[config.mk]
export PLATFORM = sky130hd
export DESIGN_NAME = dca_offload_arbiter
export DESIGN_NICKNAME = d
export VERILOG_FILES = /design/src/rtl/picobello_pkg.sv /design/src/rtl/dca_tag_fifo.sv /design/src/rtl/dca_offload_arbiter.sv
export SDC_FILE = /design/constraint.sdc
export NUM_CORES = 1
export LEC_CHECK = 0
export ABC_AREA = 1
export BUFFER_PORTS_ARGS = -buffer_cell sky130_fd_sc_hd__buf_2
export CORE_AREA = 2 2 132 134
export CTS_CLUSTER_DIAMETER = 50
export CTS_CLUSTER_SIZE = 25
export DETAILED_ROUTE_END_ITERATION = 12
export DIE_AREA = 0 0 134 136
export HOLD_SLACK_MARGIN = 0.15
export PLACE_DENSITY = 0.51
export SYNTH_ARGS = -nofsm -noshare
export SYNTH_HDL_FRONTEND = slang
export SYNTH_HIERARCHICAL = 1
export SYNTH_SLANG_ARGS = --single-unit
[constraint.sdc]
create_clock -name clk_i -period 3.9 [get_ports clk_i]
set_input_delay 0.39 -clock clk_i [delete_from_list [all_inputs] [get_ports clk_i]]
set_output_delay 0.39 -clock clk_i [all_outputs]
set_load 0.005 [all_outputs]
[src/rtl/picobello_pkg.sv]
`default_nettype none
// +----------------------------------------------------------------------+
// | picobello_pkg                                                        |
// | Shared types and defaults for the cluster-tile DCA offload path.     |
// | Revision: 1.0                                                        |
// +----------------------------------------------------------------------+
package picobello_pkg;

  localparam int DCA_MAX_OUTSTANDING = 4;
  localparam int DCA_NUM_REQ         = 2;

  typedef logic [63:0] dca_router_req_t;
  typedef logic [63:0] dca_router_resp_t;

  // Index width for n requesters; a single requester still needs one bit.
  function automatic int idx_width(input int n);
    return (n > 1) ? $clog2(n) : 1;
  endfunction

  typedef logic [idx_width(DCA_NUM_REQ)-1:0] dca_req_idx_t;

endpackage
`default_nettype wire

[src/rtl/dca_tag_fifo.sv]
`default_nettype none
// +----------------------------------------------------------------------+
// | dca_tag_fifo                                                         |
// | Requester-index FIFO tracking in-flight DCA ops; no fall-through.    |
// | Revision: 1.0                                                        |
// +----------------------------------------------------------------------+
module dca_tag_fifo #(
  parameter int WIDTH = 1,
  parameter int DEPTH = 4
) (
  input  logic                         clk,
  input  logic                         rst,
  input  logic                         i_push,
  input  logic [WIDTH-1:0]             i_data,
  input  logic                         i_pop,
  output logic [WIDTH-1:0]             o_data,
  output logic                         o_full,
  output logic                         o_empty,
  output logic [$clog2(DEPTH+1)-1:0]   o_count
);

  localparam int c_PTR_W = (DEPTH > 1) ? $clog2(DEPTH) : 1;
  localparam int c_CNT_W = $clog2(DEPTH+1);

  logic [WIDTH-1:0]   r_mem [DEPTH];
  logic [c_PTR_W-1:0] r_wr_ptr;
  logic [c_PTR_W-1:0] r_rd_ptr;
  logic [c_CNT_W-1:0] r_count;
  logic               w_push;
  logic               w_pop;

  function automatic logic [c_PTR_W-1:0] next_ptr(input logic [c_PTR_W-1:0] p);
    return (p == c_PTR_W'(DEPTH-1)) ? '0 : p + c_PTR_W'(1);
  endfunction

  assign o_empty = (r_count == '0);
  assign o_full  = (r_count == c_CNT_W'(DEPTH));
  assign o_count = r_count;
  assign o_data  = r_mem[r_rd_ptr];
  assign w_pop   = i_pop & ~o_empty;
  // A pop in the same cycle frees the slot the push writes into at the edge.
  assign w_push  = i_push & (~o_full | w_pop);

  always_ff @(posedge clk) begin
    if (rst) begin
      r_wr_ptr <= '0;
      r_rd_ptr <= '0;
      r_count  <= '0;
    end else begin
      if (w_push) r_wr_ptr <= next_ptr(r_wr_ptr);
      if (w_pop)  r_rd_ptr <= next_ptr(r_rd_ptr);
      case ({w_push, w_pop})
        2'b10:   r_count <= r_count + c_CNT_W'(1);
        2'b01:   r_count <= r_count - c_CNT_W'(1);
        default: r_count <= r_count;
      endcase
    end
  end

  always_ff @(posedge clk) begin
    if (w_push) r_mem[r_wr_ptr] <= i_data;
  end

endmodule
`default_nettype wire

[src/rtl/dca_offload_arbiter.sv]
`default_nettype none
// +----------------------------------------------------------------------+
// | dca_offload_arbiter                                                  |
// | Round-robin sharing of the DCA port with in-order response routing.  |
// | Revision: 1.0                                                        |
// +----------------------------------------------------------------------+
module dca_offload_arbiter
  import picobello_pkg::*;
#(
  parameter int  NUM_REQ         = DCA_NUM_REQ,
  parameter int  MAX_OUTSTANDING = DCA_MAX_OUTSTANDING,
  parameter type dca_req_t       = dca_router_req_t,
  parameter type dca_rsp_t       = dca_router_resp_t
) (
  input  logic                                  clk_i,
  input  logic                                  rst_i,
  input  logic     [NUM_REQ-1:0]                req_valid_i,
  output logic     [NUM_REQ-1:0]                req_ready_o,
  input  dca_req_t [NUM_REQ-1:0]                req_data_i,
  output logic     [NUM_REQ-1:0]                rsp_valid_o,
  input  logic     [NUM_REQ-1:0]                rsp_ready_i,
  output dca_rsp_t                              rsp_data_o,
  output dca_req_t                              dca_req_o,
  output logic                                  dca_req_valid_o,
  input  logic                                  dca_req_ready_i,
  input  dca_rsp_t                              dca_rsp_i,
  input  logic                                  dca_rsp_valid_i,
  output logic                                  dca_rsp_ready_o,
  output logic [$clog2(MAX_OUTSTANDING+1)-1:0]  outstanding_o,
  output logic                                  err_unexpected_o
);

  localparam int c_IDX_W = idx_width(NUM_REQ);

  typedef logic [c_IDX_W-1:0] idx_t;

  idx_t r_rr_ptr;
  idx_t r_locked_idx;
  logic r_lock;
  logic r_err;
  idx_t w_sel;
  idx_t w_head;
  logic w_any;
  logic w_full;
  logic w_empty;
  logic w_req_hs;
  logic w_rsp_hs;

  function automatic idx_t rr_idx(input idx_t base, input int off);
    int s;
    s = int'(base) + off;
    if (s >= NUM_REQ) s = s - NUM_REQ;
    return idx_t'(s);
  endfunction

  // A stalled grant stays with its requester until the handshake completes.
  always_comb begin
    w_any = 1'b0;
    w_sel = '0;
    if (r_lock) begin
      w_any = req_valid_i[r_locked_idx];
      w_sel = r_locked_idx;
    end else begin
      for (int k = 0; k < NUM_REQ; k++) begin
        if (!w_any && req_valid_i[rr_idx(r_rr_ptr, k)]) begin
          w_any = 1'b1;
          w_sel = rr_idx(r_rr_ptr, k);
        end
      end
    end
  end

  assign dca_req_valid_o = ~rst_i & ~w_full & w_any;
  assign dca_req_o       = req_data_i[w_sel];
  assign w_req_hs        = dca_req_valid_o & dca_req_ready_i;

  always_comb begin
    req_ready_o = '0;
    if (dca_req_valid_o) req_ready_o[w_sel] = dca_req_ready_i;
  end

  // With nothing in flight a response is swallowed and flagged.
  always_comb begin
    rsp_valid_o     = '0;
    dca_rsp_ready_o = 1'b0;
    if (!rst_i) begin
      if (w_empty) begin
        dca_rsp_ready_o = 1'b1;
      end else begin
        rsp_valid_o[w_head] = dca_rsp_valid_i;
        dca_rsp_ready_o     = rsp_ready_i[w_head];
      end
    end
  end

  assign w_rsp_hs         = dca_rsp_valid_i & dca_rsp_ready_o & ~w_empty;
  assign rsp_data_o       = dca_rsp_i;
  assign err_unexpected_o = r_err;

  always_ff @(posedge clk_i) begin
    if (rst_i) begin
      r_lock       <= 1'b0;
      r_locked_idx <= '0;
      r_err        <= 1'b0;
    end else begin
      if (w_req_hs) begin
        r_lock <= 1'b0;
      end else if (dca_req_valid_o) begin
        r_lock       <= 1'b1;
        r_locked_idx <= w_sel;
      end
      if (w_empty && dca_rsp_valid_i) r_err <= 1'b1;
    end
  end

  if (NUM_REQ > 1) begin : g_rr
    always_ff @(posedge clk_i) begin
      if (rst_i)         r_rr_ptr <= '0;
      else if (w_req_hs) r_rr_ptr <= rr_idx(w_sel, 1);
    end
  end else begin : g_rr_fixed
    assign r_rr_ptr = '0;
  end

  dca_tag_fifo #(
    .WIDTH (c_IDX_W),
    .DEPTH (MAX_OUTSTANDING)
  ) u_tag_fifo (
    .clk     (clk_i),
    .rst     (rst_i),
    .i_push  (w_req_hs),
    .i_data  (w_sel),
    .i_pop   (w_rsp_hs),
    .o_data  (w_head),
    .o_full  (w_full),
    .o_empty (w_empty),
    .o_count (outstanding_o)
  );

  a_hold_valid: assert property (@(posedge clk_i) disable iff (rst_i)
    r_lock |-> req_valid_i[r_locked_idx]);

endmodule
`default_nettype wire
==> summary.md, run 1 <==
| Metric | Value |
|---|---|
| Post-Layout Cell Count | ~760 |
| Setup TNS | 0 ps |
| Routed WL | slightly below 9000 um |
| Crit end category | output pin |
| DIE AREA | ~0.018 sq mm |
| Max-cap check violation count | 0 |
| GPL Wtd Cong | 0.730 |
| Cts hold-fix bufs | 0 |
| Area grow syn2layout | 35.8% |
| Slowest cell delay on critical path | 780 ps |
| Vias in the first global route | 2137 |
| Pre-CTS setup slack | ~1500 ps |
| Cell row count | 48 |
| Sequential area share after synthesis | 0.166 |
| Drt via density | 3.46 |
| Worst vdd ir | 0.137 mV |
| Reg-to-reg critical path endpoint | u_tag_fifo/o_count[2] |
| Routed Antenna Nets | 0 |
| Hold Vio Cnt, Final | 0 |
| Leading area contributor after synthesis | nand2_1 |
| Maximum clock path buffer count | 2 |
| Post-DP HPWL | approximately 7300 um |
| First-pass GRT wire length | 11900 um |
| CTS resizes | 0 |
| XOR/XNOR share of the synthesized area | 0 |
| Cell Area, Synth | 0.00228 sq mm |
| GR Overflow Total | 0 |
| Net switching power | 0.256 mW |
| # diodes | 0 |
| Tmin final | 2420 ps |
| Synth Area in Adders | 0.0361 |
| #FFs+latches synth | 17 |
| Top-area cell type share of the netlist area | 0.347 |
| Reg2Reg Launch Point | u_tag_fifo/o_count[0] |
| Status | completed |
| Int Pwr | 0.478 mW |
| Net count after synthesis | 600 |
| WS Path Type | reg -> out |
| Placed inst area | 0.00302 sq mm |
| Post-synthesis compound-gate area fraction | 0.0487 |
| Arr. time, crit path | 2030 ps |
| Worst Skew | 3.23 ps |
| Sequential Power Share | 0.266 |
| Reg2reg path depth | 11 |
| Largest net degree at the start of global routing | 71 |
| Total Routing Usage GR | 0.0840 |
| Clk slew on worst S/H paths | 60 ps |
| Net switching share of the total power | 0.349 |
| Share of cells above drive strength 1 | 0.442 |
| Nets | 737 |
| Synth Flop Type | dfxtp_1 |
| Core area | 0.0169 sq mm |
| Finish-stage setup viols | 0 |
| Placed cell count | 751 |
| IO Pins | 338 |
| Syn_area_per_cell | approximately 5.8 sq um |
| Hold path start | rst_i |
| HP Class | in -> reg |
| Setup ws final | 1480 ps |
| CTS tree | built |
| Crit-path cells | inv_1 -> nand2_1 -> nand3_1 -> nand2_2 -> inv_2 -> nand2_1 -> nand2_1 -> buf_2 |
| Hold-critical path endpoint | u_tag_fifo/o_count[0] |
| Power Dens Cells | 237 mW/mm^2 |
| Port bufs | between 200 and 250 |
| Initial Util | 0.135 |
| Worst R2R Setup Slack | about 1500 ps |
| Largest family of logic cells by synthesized area | simple AND/OR/NAND/NOR gates |
| Netlist cell types | 28 |
| Slew @ Worst Pin | around 1100 ps |
| CTS sink cnt | 17 |
| DR DRC count | 0 |
| Die W | 134 um |
| Top post-synthesis cells by area | nand2_1 35%, buf_4 22%, dfxtp_1 11%, edfxtp_1 5.3%, inv_1 3.8% |
| Die Y | 136 um |
| Hold Path Depth | 2 |
| H-tree levels | 1 |
| Slew HR | 0.248 |
| Period utilization | 0.619 |
| Max-slew violation total from the final report | 0 |
| FMAX | 414 MHz |
| CTS buffer count | 3 |
| Combinational Power Share | 0.449 |
| Synth Instances | 394 |
| Ys async rst share | 0 |
| Yosys warning count | 6 |
| Crit-path max FO | 65 |
| Post-synth EDFFs | 4 |
| Most used cell, CP | nand2_1 |
| Synth Area in Simple Gates | 0.441 |
| Via count | 2616 |
| Router iterations before antenna repair | 4 |
| Final instance area | 0.00310 sq mm |
| Antenna violations before repair | 0 |
| Drt first-iter violations | 77 |
| RSZ-0062 raised after global routing | no |
| Mux share of post-synthesis cell area | 0 |
| WP data required | 3510 ps |
| Worst-Skew Late Latency | ~250 ps |
| Clk pwr share | 0.286 |
| Root Driver | clkbuf_16 |
| Critical path startpoint category | flip-flop |
| Routed length per instance | around 12 um |
| Slowest cell on the critical path | inv_2 |
| Lkg Pwr | 1.93 nW |
| # Post-CTS Setup Buffers | 0 |
routing by layer:
layer  wire length [um]  up-vias  track usage
li1                   -     1388            -
met1               3330     1051       0.0946
met2               3980      173        0.135
met3               1420        4       0.0559
met4                 29        0       0.0124
met5                  0        -            0
cell usage after synthesis (2+ instances only):
cell type / count
nand4_1: 2
o21ai_0: 3
buf_4: 68
nor2_1: 18
nand3_1: 5
buf_6: 6
inv_1: 23
edfxtp_1: 4
nand2_4: 3
ha_1: 5
inv_2: 5
dfxtp_1: 13
nand2_2: 5
a21oi_2: 2
a21oi_1: 6
buf_2: 3
o21ai_2: 2
nand2_1: 211
stage by stage:
stage,power (mW),util,hold WS [ps]
after floorplan,0.424,-,448
after global placement,0.531,0.179,467
after detailed placement,0.531,0.179,462
after CTS,0.743,0.184,368
after global routing,0.791,0.184,383
final,0.734,0.184,369
worst max-delay path by stage:
stage                                      from                     to  slack [ps]
after floorplan           u_tag_fifo/o_count[0]  u_tag_fifo/o_count[2]        1720
after global placement    u_tag_fifo/o_count[0]  u_tag_fifo/o_count[2]        1570
after detailed placement  u_tag_fifo/o_count[0]  u_tag_fifo/o_count[2]        1520
after CTS                              r_rr_ptr          dca_req_o[21]        1430
after global routing                   r_rr_ptr          dca_req_o[61]        1260
final                                  r_rr_ptr          dca_req_o[21]        1480
power groups by stage:
| stage | registers [mW] | logic (mW) | clock network, mW |
|---|---|---|---|
| 5_1_grt | 0.196 | 0.376 | 0.219 |
| 4_1_cts | 0.195 | 0.334 | 0.214 |
| 3_3_place_gp | 0.199 | 0.332 | 0 |
| 2_1_floorplan | 0.198 | 0.225 | 0 |
| 3_5_place_dp | 0.199 | 0.332 | 0 |
| 6_report | 0.195 | 0.329 | 0.210 |
layout by cell type, fill, tap and decap left out, drive strengths merged:
cell type and n:
a21oi 8, dfxtp 13, fa 1, buf 210
clkinv 1, a21boi 1, nand3 7, o211a 1
edfxtp 4, inv 28, a32oi 1, nand2 219
o21ai 6, nand3b 1, clkbuf 3, nor2 19
ha 5, nand4 2
cell type report:
class                      count  area, sq um
fill                        1972        13800
multi-input combinational    271         1200
timing repair buffer         210         1050
sequential                    17          380
tap                          225          282
inverter                      28          105
clock buffer                   3         75.1
clock inverter                 1         5.00
worst max-delay path, delay by kind of cell (launching register included):
family | cells | cell delay (ps)
buffers and inverters | 3 | 980
DFF | 1 | 290
and+or+nand+nor | 5 | 460
cell families (layout without fill, tap and decap cells):
logic type               Yosys count  after routing
flip-flops                        17             17
buffers and inverters            106            242
AND/OR/NAND/NOR                  248            248
adder cells (fa/ha/maj)            6              6
AO/OA/AOI/OAI                     17             17
Power figures use the tool's default switching activity.
==> inputs of run 2 (changes only) <==
--- a/config.mk
+++ b/config.mk
@@ -7,13 +7,13 @@
 export LEC_CHECK = 0
 export ABC_AREA = 1
 export BUFFER_PORTS_ARGS = -buffer_cell sky130_fd_sc_hd__buf_2
-export CORE_AREA = 2 2 132 134
+export CORE_AREA = 2 2 131 133
 export CTS_CLUSTER_DIAMETER = 50
 export CTS_CLUSTER_SIZE = 25
 export DETAILED_ROUTE_END_ITERATION = 12
-export DIE_AREA = 0 0 134 136
+export DIE_AREA = 0 0 133 135
 export HOLD_SLACK_MARGIN = 0.15
-export PLACE_DENSITY = 0.51
+export PLACE_DENSITY = 0.53
 export SYNTH_ARGS = -nofsm -noshare
 export SYNTH_HDL_FRONTEND = slang
 export SYNTH_HIERARCHICAL = 1
==> constraint.sdc (replaced) <==
create_clock -name clk_i -period 2 [get_ports clk_i]
set_input_delay 0.2 -clock clk_i [delete_from_list [all_inputs] [get_ports clk_i]]
set_output_delay 0.2 -clock clk_i [all_outputs]
set_load 0.005 [all_outputs]
==> run 2 against run 1 <==
  * Critical path depth rose by 3
  * Non-clock buffer count rose by 10
  * Register-to-register slack worse by 1400 ps
  * Clock power rose by 91%
  * Flip-flop and latch count is the same
  * Cell count up 0.66%
  * First-iteration DRC count increased by 13%
  * Via count is 3.7% higher
  * Combinational power up 110%
  * Global-route usage rose by 0.35 points
==> summary.md, run 2 (synthesis gave the netlist of run 1 again) <==
| Metric | Value |
|---|---|
| Slowest cell delay on critical path | 340 ps (was 780 ps) |
| Max-cap check violation count | 0 (unchanged) |
| Finish-stage setup viols | 0 (unchanged) |
| DIE AREA | 0.0180 sq mm (was 0.0182 sq mm) |
| Area grow syn2layout | 41.6% (was 35.8%) |
| Die Y | 135 um (was 136 um) |
| Cts hold-fix bufs | 0 (unchanged) |
| CTS sink cnt | 17 (unchanged) |
| Root Driver | clkbuf_16 (unchanged) |
| Placed cell count | 754 (was 751) |
| CTS buffer count | 3 (unchanged) |
| Worst Skew | 2.15 ps (was 3.23 ps) |
| First-pass GRT wire length | 12400 um (was 11900 um) |
| FMAX | between 500 and 600 MHz |
| Crit end category | flip-flop (was output pin) |
| Post-Layout Cell Count | 760 (was 755) |
| Slew @ Worst Pin | 308 ps (was 1130 ps) |
| Reg-to-reg critical path endpoint | u_tag_fifo/o_count[2] (unchanged) |
| Routed length per instance | 11.8 um (was 11.6 um) |
| Share of cells above drive strength 1 | 0.472 (was 0.442) |
| Setup TNS | 0 ps (unchanged) |
| Tmin final | 1940 ps |
| Setup ws final | 63.1 ps (was 1480 ps) |
| Cell row count | 47 (was 48) |
| Drt first-iter violations | 87 (was 77) |
| Largest net degree at the start of global routing | 71 (unchanged) |
| Status | completed (unchanged) |
| Most used cell, CP | inv_1 (was nand2_1) |
| Slowest cell on the critical path | fa_2 (was inv_2) |
| WP data required | 2140 ps (was 3510 ps) |
| Worst-Skew Late Latency | 250 ps (about the same) |
| Total Routing Usage GR | 0.0875 (was 0.0840) |
| Most frequent cells in the layout | 209 x nand2_1, 209 x buf_2, 22 x inv_1, 18 x nor2_1 (was 211 x nand2_1, 209 x buf_2, 23 x inv_1, 18 x nor2_1, 13 x dfxtp_1) |
| Via count | 2712 (was 2616) |
| Worst R2R Setup Slack | 60 ps (was 1510 ps) |
| Core area | 0.0164 sq mm (was 0.0169 sq mm) |
| Lkg Pwr | 1.99 nW (was 1.93 nW) |
| Nets | 747 (was 737) |
| Routed WL | 8950 um (was 8750 um) |
| GPL Wtd Cong | 0.749 (was 0.730) |
| WS Path Type | reg -> reg (was reg -> out) |
| Clk slew on worst S/H paths | 50 ps (was 60 ps) |
| Antenna violations before repair | 0 (unchanged) |
| Initial Util | 0.139 (was 0.135) |
| Router iterations before antenna repair | 4 (unchanged) |
| HP Class | in -> reg (unchanged) |
| Pre-CTS setup slack | 37.2 ps (was 1520 ps) |
| IO Pins | 338 (unchanged) |
| Drt via density | 3.57 (was 3.46) |
| Critical path startpoint category | flip-flop (unchanged) |
| Vias in the first global route | 2272 (was 2137) |
| GR Overflow Total | 0 (unchanged) |
| RSZ-0062 raised after global routing | yes (was no) |
| H-tree levels | 1 (unchanged) |
| CTS tree | built (unchanged) |
| Slew HR | 0.795 (was 0.248) |
| Arr. time, crit path | 2080 ps (was 2030 ps) |
| Maximum clock path buffer count | 2 (unchanged) |
| Period utilization | 0.968 |
| Max-slew violation total from the final report | 0 (unchanged) |
| Crit path to | u_tag_fifo/o_count[2] (was dca_req_o[21]) |
| Worst vdd ir | 0.364 mV (was 0.137 mV) |
| Port bufs | 209 (unchanged) |
| Reg2reg path depth | 11 (unchanged) |
| Hold Vio Cnt, Final | 0 (unchanged) |
| Crit-path max FO | 3 (was 65) |
| Routed Antenna Nets | 0 (unchanged) |
| # diodes | 0 (unchanged) |
| Post-DP HPWL | 7660 um (was 7300 um) |
| Power Dens Cells | 451 mW/mm^2 (was 237 mW/mm^2) |
| DR DRC count | 0 (unchanged) |
| Crit-path cells | inv_1 -> nand2_1 -> a32oi_2 -> nand2_2 -> a21oi_4 -> nand3_4 -> fa_2 -> inv_1 -> nand4_1 -> a21oi_1 -> nor2_1 (was inv_1 -> nand2_1 -> nand3_1 -> nand2_2 -> inv_2 -> nand2_1 -> nand2_1 -> buf_2) |
| Die W | 133 um (was 134 um) |
## run 2: changes by cell type in the layout (fill, tap and decap cells not counted), moves of 2 or more
cell     previous run  this run
a21oi_1             6         4
nand2_1           211       209
dfxtp_1            13         9
buf_4               1         9
buf_12              0         2
dfxtp_2             0         4
nand2_2             5         7
## run 2: critical path: cells and delay by family, from the launching register on
family / cells / cell delay, ps
compound gates: 3 / 610
simple gates: 5 / 420
fa+ha+maj: 1 / 340
flops: 1 / 330
buf+inv: 2 / 120
## run 2: per-layer routing
layer,vias to the layer above,global-route usage,part of all wire
li1,1411,-,-
met1,1106,0.0864,0.34
met2,191,0.159,0.49
met3,4,0.0589,0.17
met4,0,0.00597,0.0026
met5,-,0,0
## run 2: stage by stage
stage / hold WS [ps] / cell area, sq um / util / power [mW]
floorplan: 262 / 2300 / - / 0.829
global placement: 400 / 3110 / 0.190 / 1.07
detailed placement: 400 / 3110 / 0.190 / 1.07
CTS: 173 / 3190 / 0.195 / 1.47
global route: 168 / 3230 / 0.197 / 1.58
finish: 169 / 3230 / 0.197 / 1.46
## run 2: worst min path at each step
stage                              from                    end  slack, ps  depth (start not counted)
after floorplan                   rst_i  u_tag_fifo/o_count[0]        260                          1
after global placement    dca_rsp_i[11]         rsp_data_o[11]        400                          0
after detailed placement  dca_rsp_i[11]         rsp_data_o[11]        400                          0
after CTS                         rst_i  u_tag_fifo/o_count[0]        170                          2
after global routing              rst_i  u_tag_fifo/o_count[0]        170                          2
final                             rst_i  u_tag_fifo/o_count[0]        170                          2
## run 2: final cells by class
cell class	count	area, sq um
repair buffers	220	1150
clock buffers	3	75.1
well taps	220	275
fillers	1859	13200
clock inverters	1	5.00
inverters	28	108
flip-flops and latches	17	385
multi-input cells	271	1230
## run 2: what timing repair did
action / in CTS / in global routing
endpoints found under the hold margin: 0 / 0
endpoints found under the setup margin: 0 / 9
buffers inserted: 0 / 2
resized for setup: 0 / 12
## run 2: power breakdown
part | switching [mW] | leakage (nW) | internal [mW]
sequential | 0.0121 | 0.145 | 0.370
clock | 0.135 | 0.0409 | 0.268
combinational | 0.354 | 1.81 | 0.322
==> inputs of run 3 (changes only) <==
--- a/config.mk
+++ b/config.mk
@@ -5,15 +5,14 @@
 export SDC_FILE = /design/constraint.sdc
 export NUM_CORES = 1
 export LEC_CHECK = 0
-export ABC_AREA = 1
 export BUFFER_PORTS_ARGS = -buffer_cell sky130_fd_sc_hd__buf_2
-export CORE_AREA = 2 2 131 133
+export CORE_AREA = 2 2 130 132
 export CTS_CLUSTER_DIAMETER = 50
 export CTS_CLUSTER_SIZE = 25
 export DETAILED_ROUTE_END_ITERATION = 12
-export DIE_AREA = 0 0 133 135
+export DIE_AREA = 0 0 132 134
 export HOLD_SLACK_MARGIN = 0.15
-export PLACE_DENSITY = 0.53
+export PLACE_DENSITY = 0.54
 export SYNTH_ARGS = -nofsm -noshare
 export SYNTH_HDL_FRONTEND = slang
 export SYNTH_HIERARCHICAL = 1
==> run 3 against run 2 <==
  * The flow now finishes with violations (setup timing)
  * Power shrank 0.56%
  * Global-route usage shrank 0.19 points
  * Critical path type unchanged
  * First-iteration DRC count shrank 30%
  * Sequential share of layout area shrank 0.88 points
  * Critical path depth shrank 2
  * Combinational power grew 1%
  * Final area grew 7.7%
  * Wire length shrank 1.3%
  * Clock skew is essentially flat
  * Highest routed layer unchanged
  * Clock-buffer cell count grew 1
==> summary.md, run 3 <==
| Metric | Value |
|---|---|
| Lkg Pwr | 1.71 nW (was 1.99 nW) |
| GPL Wtd Cong | 0.731 (was 0.749) |
| Hold Vio Cnt, Final | 0 (unchanged) |
| Period utilization | 1.19 (was 0.968) |
| Mux share of post-synthesis cell area | 0.347 (was 0) |
| GR Overflow Total | 0 (unchanged) |
| Router iterations before antenna repair | 4 (unchanged) |
| Via count | 2278 (was 2712) |
| FILL cells | 1820 (was 1859) |
| Routed Antenna Nets | 0 (unchanged) |
| Post-DP HPWL | 7440 um (was 7660 um) |
| XOR/XNOR share of the synthesized area | 0.00777 (was 0) |
| IO Pins | 338 (unchanged) |
| Int Pwr | 1.03 mW (was 0.959 mW) |
| Worst-Skew Late Latency | 240 ps (was 250 ps) |
| Cell Area, Synth | 0.00225 sq mm (was 0.00228 sq mm) |
| Sequential Power Share | 0.259 (was 0.261) |
| Synth top cells by count | 66 x buf_4, 38 x mux2_1, 26 x mux2_2 (was 211 x nand2_1, 68 x buf_4, 23 x inv_1) |
| Nets | 610 (was 747) |
| Routed length per instance | 14.2 um (was 11.8 um) |
| Slowest cell on the critical path | mux4_2 (was fa_2) |
| Drt via density | 3.66 (was 3.57) |
| Post-synth EDFFs | 4 (unchanged) |
| # diodes | 0 (unchanged) |
| Max-slew violation total from the final report | 0 (unchanged) |
| Synth Area in Adders | 0.0366 (was 0.0361) |
| Crit path max-delay family | multiplexers (was compound AO/OA/AOI/OAI gates) |
| Synth Flop Type | dfxtp_1 (unchanged) |
| WS Path Type | reg -> reg (unchanged) |
| Net switching share of the total power | 0.290 (was 0.343) |
| H-tree levels | 1 (unchanged) |
| Crit end category | flip-flop (unchanged) |
| CTS sink cnt | 17 (unchanged) |
| Ys async rst share | 0 (unchanged) |
| Most frequent cells in the layout | 209 x buf_2, 35 x mux2_1, 28 x mux2_2, 19 x buf_4 (was 209 x nand2_1, 209 x buf_2, 22 x inv_1, 18 x nor2_1) |
| Post-Layout Cell Count | 623 (was 760) |
| #FFs+latches synth | 17 (unchanged) |
| Critical path startpoint category | flip-flop (unchanged) |
| Die Y | 134 um (was 135 um) |
| Post-synthesis compound-gate area fraction | 0.0749 (was 0.0487) |
| DR DRC count | 0 (unchanged) |
| Area grow syn2layout | 54.4% (was 41.6%) |
| Die W | 132 um (was 133 um) |
| Placed inst area | 0.00323 sq mm (was 0.00311 sq mm) |
| Failing checks | setup timing |
| Leading area contributor after synthesis | buf_4 (was nand2_1) |
| Total power draw | 1.45 mW (was 1.46 mW) |
| Worst Skew | 1.88 ps (was 2.15 ps) |
| Final instance area | 0.00348 sq mm (was 0.00323 sq mm) |
| Setup ws final | -375 ps (was 63.1 ps) |
| Combinational Power Share | 0.472 (was 0.463) |
| Top post-synthesis cells by area | buf_4 22%, mux2_1 19%, mux2_2 13%, dfxtp_1 12%, edfxtp_1 5.3% (was nand2_1 35%, buf_4 22%, dfxtp_1 11%, edfxtp_1 5.3%, inv_1 3.8%) |
| Status | finished with violations (was completed) |
| Crit-path max FO | 2 (was 3) |
| Worst vdd ir | 0.231 mV (was 0.364 mV) |
| Crit-path cells | mux4_2 -> mux2i_2 -> nor2_2 -> o31ai_4 -> nand2b_4 -> fa_2 -> inv_2 -> o2111ai_4 -> a211oi_2 (was inv_1 -> nand2_1 -> a32oi_2 -> nand2_2 -> a21oi_4 -> nand3_4 -> fa_2 -> inv_1 -> nand4_1 -> a21oi_1 -> nor2_1) |
| Drt first-iter violations | 61 (was 87) |
| CTS tree | built (unchanged) |
| FMAX | 421 MHz (was 516 MHz) |
| Largest family of logic cells by synthesized area | multiplexers (was simple AND/OR/NAND/NOR gates) |
| Port bufs | 209 (unchanged) |
| Root Driver | clkbuf_16 (unchanged) |
| Slew HR | 0.719 (was 0.795) |
| Cell row count | 47 (unchanged) |
| Maximum clock path buffer count | 2 (unchanged) |
| Most frequent cell after synthesis | buf_4 (was nand2_1) |
| Power Dens Cells | 417 mW/mm^2 (was 451 mW/mm^2) |
| Slowest cell delay on critical path | 500 ps (was 340 ps) |
| Core area | 0.0163 sq mm (was 0.0164 sq mm) |
| Worst R2R Setup Slack | -370 ps (was 60 ps) |
| Routed WL | 8830 um (was 8950 um) |
| Finish-stage setup viols | 11 (was 0) |
| First-pass GRT wire length | 11900 um (was 12400 um) |
| Tmin final | 2370 ps (was 1940 ps) |
| Antenna violations before repair | 0 (unchanged) |
| Placed cell count | 615 (was 754) |
| Share of cells above drive strength 1 | 0.739 (was 0.472) |
| Slew @ Worst Pin | 418 ps (was 308 ps) |
| RSZ-0062 raised after global routing | yes (unchanged) |
| Top-area cell type share of the netlist area | 0.220 (was 0.347) |
| Sequential area share after synthesis | 0.169 (was 0.166) |
| WP data required | 2160 ps (was 2140 ps) |
| DIE AREA | 0.0177 sq mm (was 0.0180 sq mm) |
| Net count after synthesis | 446 (was 600) |
| Clk pwr share | 0.270 (was 0.276) |
| Initial Util | 0.138 (was 0.139) |
| Arr. time, crit path | 2540 ps (was 2080 ps) |
| Clk slew on worst S/H paths | 50 ps (about the same) |
| Max-cap check violation count | 0 (unchanged) |
| Vias in the first global route | 2123 (was 2272) |
| Syn_area_per_cell | 9.39 sq um (was 5.80 sq um) |
| Net switching power | 0.420 mW (was 0.501 mW) |
| Largest net degree at the start of global routing | 26 (was 71) |
| Commonest non-fill, non-tap cell in the layout | buf_2 |
| Total Routing Usage GR | 0.0856 (was 0.0875) |
| Netlist cell types | 40 (was 28) |
| HP Class | in -> reg (unchanged) |
| Synth Area in Simple Gates | 0.0921 (was 0.441) |
| Yosys warning count | 6 (unchanged) |
| Crit path buf inv count | 1 (was 2) |
| CTS buffer count | 3 (unchanged) |
| Synth Instances | 240 (was 394) |
-- run 3: cell types whose count changed after synthesis, moves of 3 or more --
cell,before,now
nor2_1,18,11
inv_1,23,11
nand2_4,3,0
mux2i_1,0,4
inv_2,5,2
nand2_1,211,2
nand2b_1,0,4
nand3_1,5,2
and2_1,0,5
a221oi_1,0,3
mux2_1,0,38
mux2_2,0,26
nand2_2,5,0
-- run 3: power groups by stage --
stage               clock (mW)  combinational [mW]  sequential (mW)
global placement             0               0.626            0.382
CTS                      0.402               0.661            0.375
finish                   0.392               0.685            0.376
global route             0.418               0.739            0.377
floorplan                    0               0.402            0.380
detailed placement           0               0.627            0.382
-- run 3: worst paths after layout --
kind                            cells after the start                start                     to
worst max-delay path                                9  u_tag_fifo/r_mem[2]  u_tag_fifo/o_count[1]
worst min-delay path                                2      dca_req_ready_i                 r_lock
worst max register to register                      9  u_tag_fifo/r_mem[2]  u_tag_fifo/o_count[1]
worst min register to register                      2     err_unexpected_o       err_unexpected_o
-- run 3: cells by family after synthesis --
group	count (synthesis)
AO/OA/AOI/OAI	23
buffers and inverters	88
XOR/XNOR	2
multiplexers	69
flip-flops	17
adder cells (fa/ha/maj)	6
AND/OR/NAND/NOR	35
-- run 3: per-layer routing --
metal,wire [um],GRT usage
met5,0,0
met4,68,0.0145
met1,3440,0.0993
met2,4400,0.149
met3,930,0.0359
-- run 3: stage by stage --
stage	utilization	TNS [ps]	hold WS (ps)	setup WS, ps
finish	0.214	-2060	192	-375
global route	0.214	-3180	195	-485
CTS	0.207	-1790	183	-332
detailed placement	0.198	-1800	400	-408
global placement	0.198	-1470	400	-378
floorplan	-	-834	262	-346
-- run 3: what timing repair did --
| action | in CTS | in global routing |
|---|---|---|
| hold buffers | 0 | 0 |
| pin swaps | 1 | 11 |
| buffers inserted | 3 | 0 |
| cloned | 1 | 1 |
| endpoints found under the setup margin | 69 | 29 |
| resized for setup | 6 | 23 |
-- run 3: final cells by class --
class                   count  area [sq um]  area share
well taps                 220           275      0.0791
flip-flops and latches     17           384       0.110
multi-input cells         135          1390       0.399
inverters                  13          51.3      0.0147
clock buffers               4          78.8      0.0226
repair buffers            234          1300       0.374
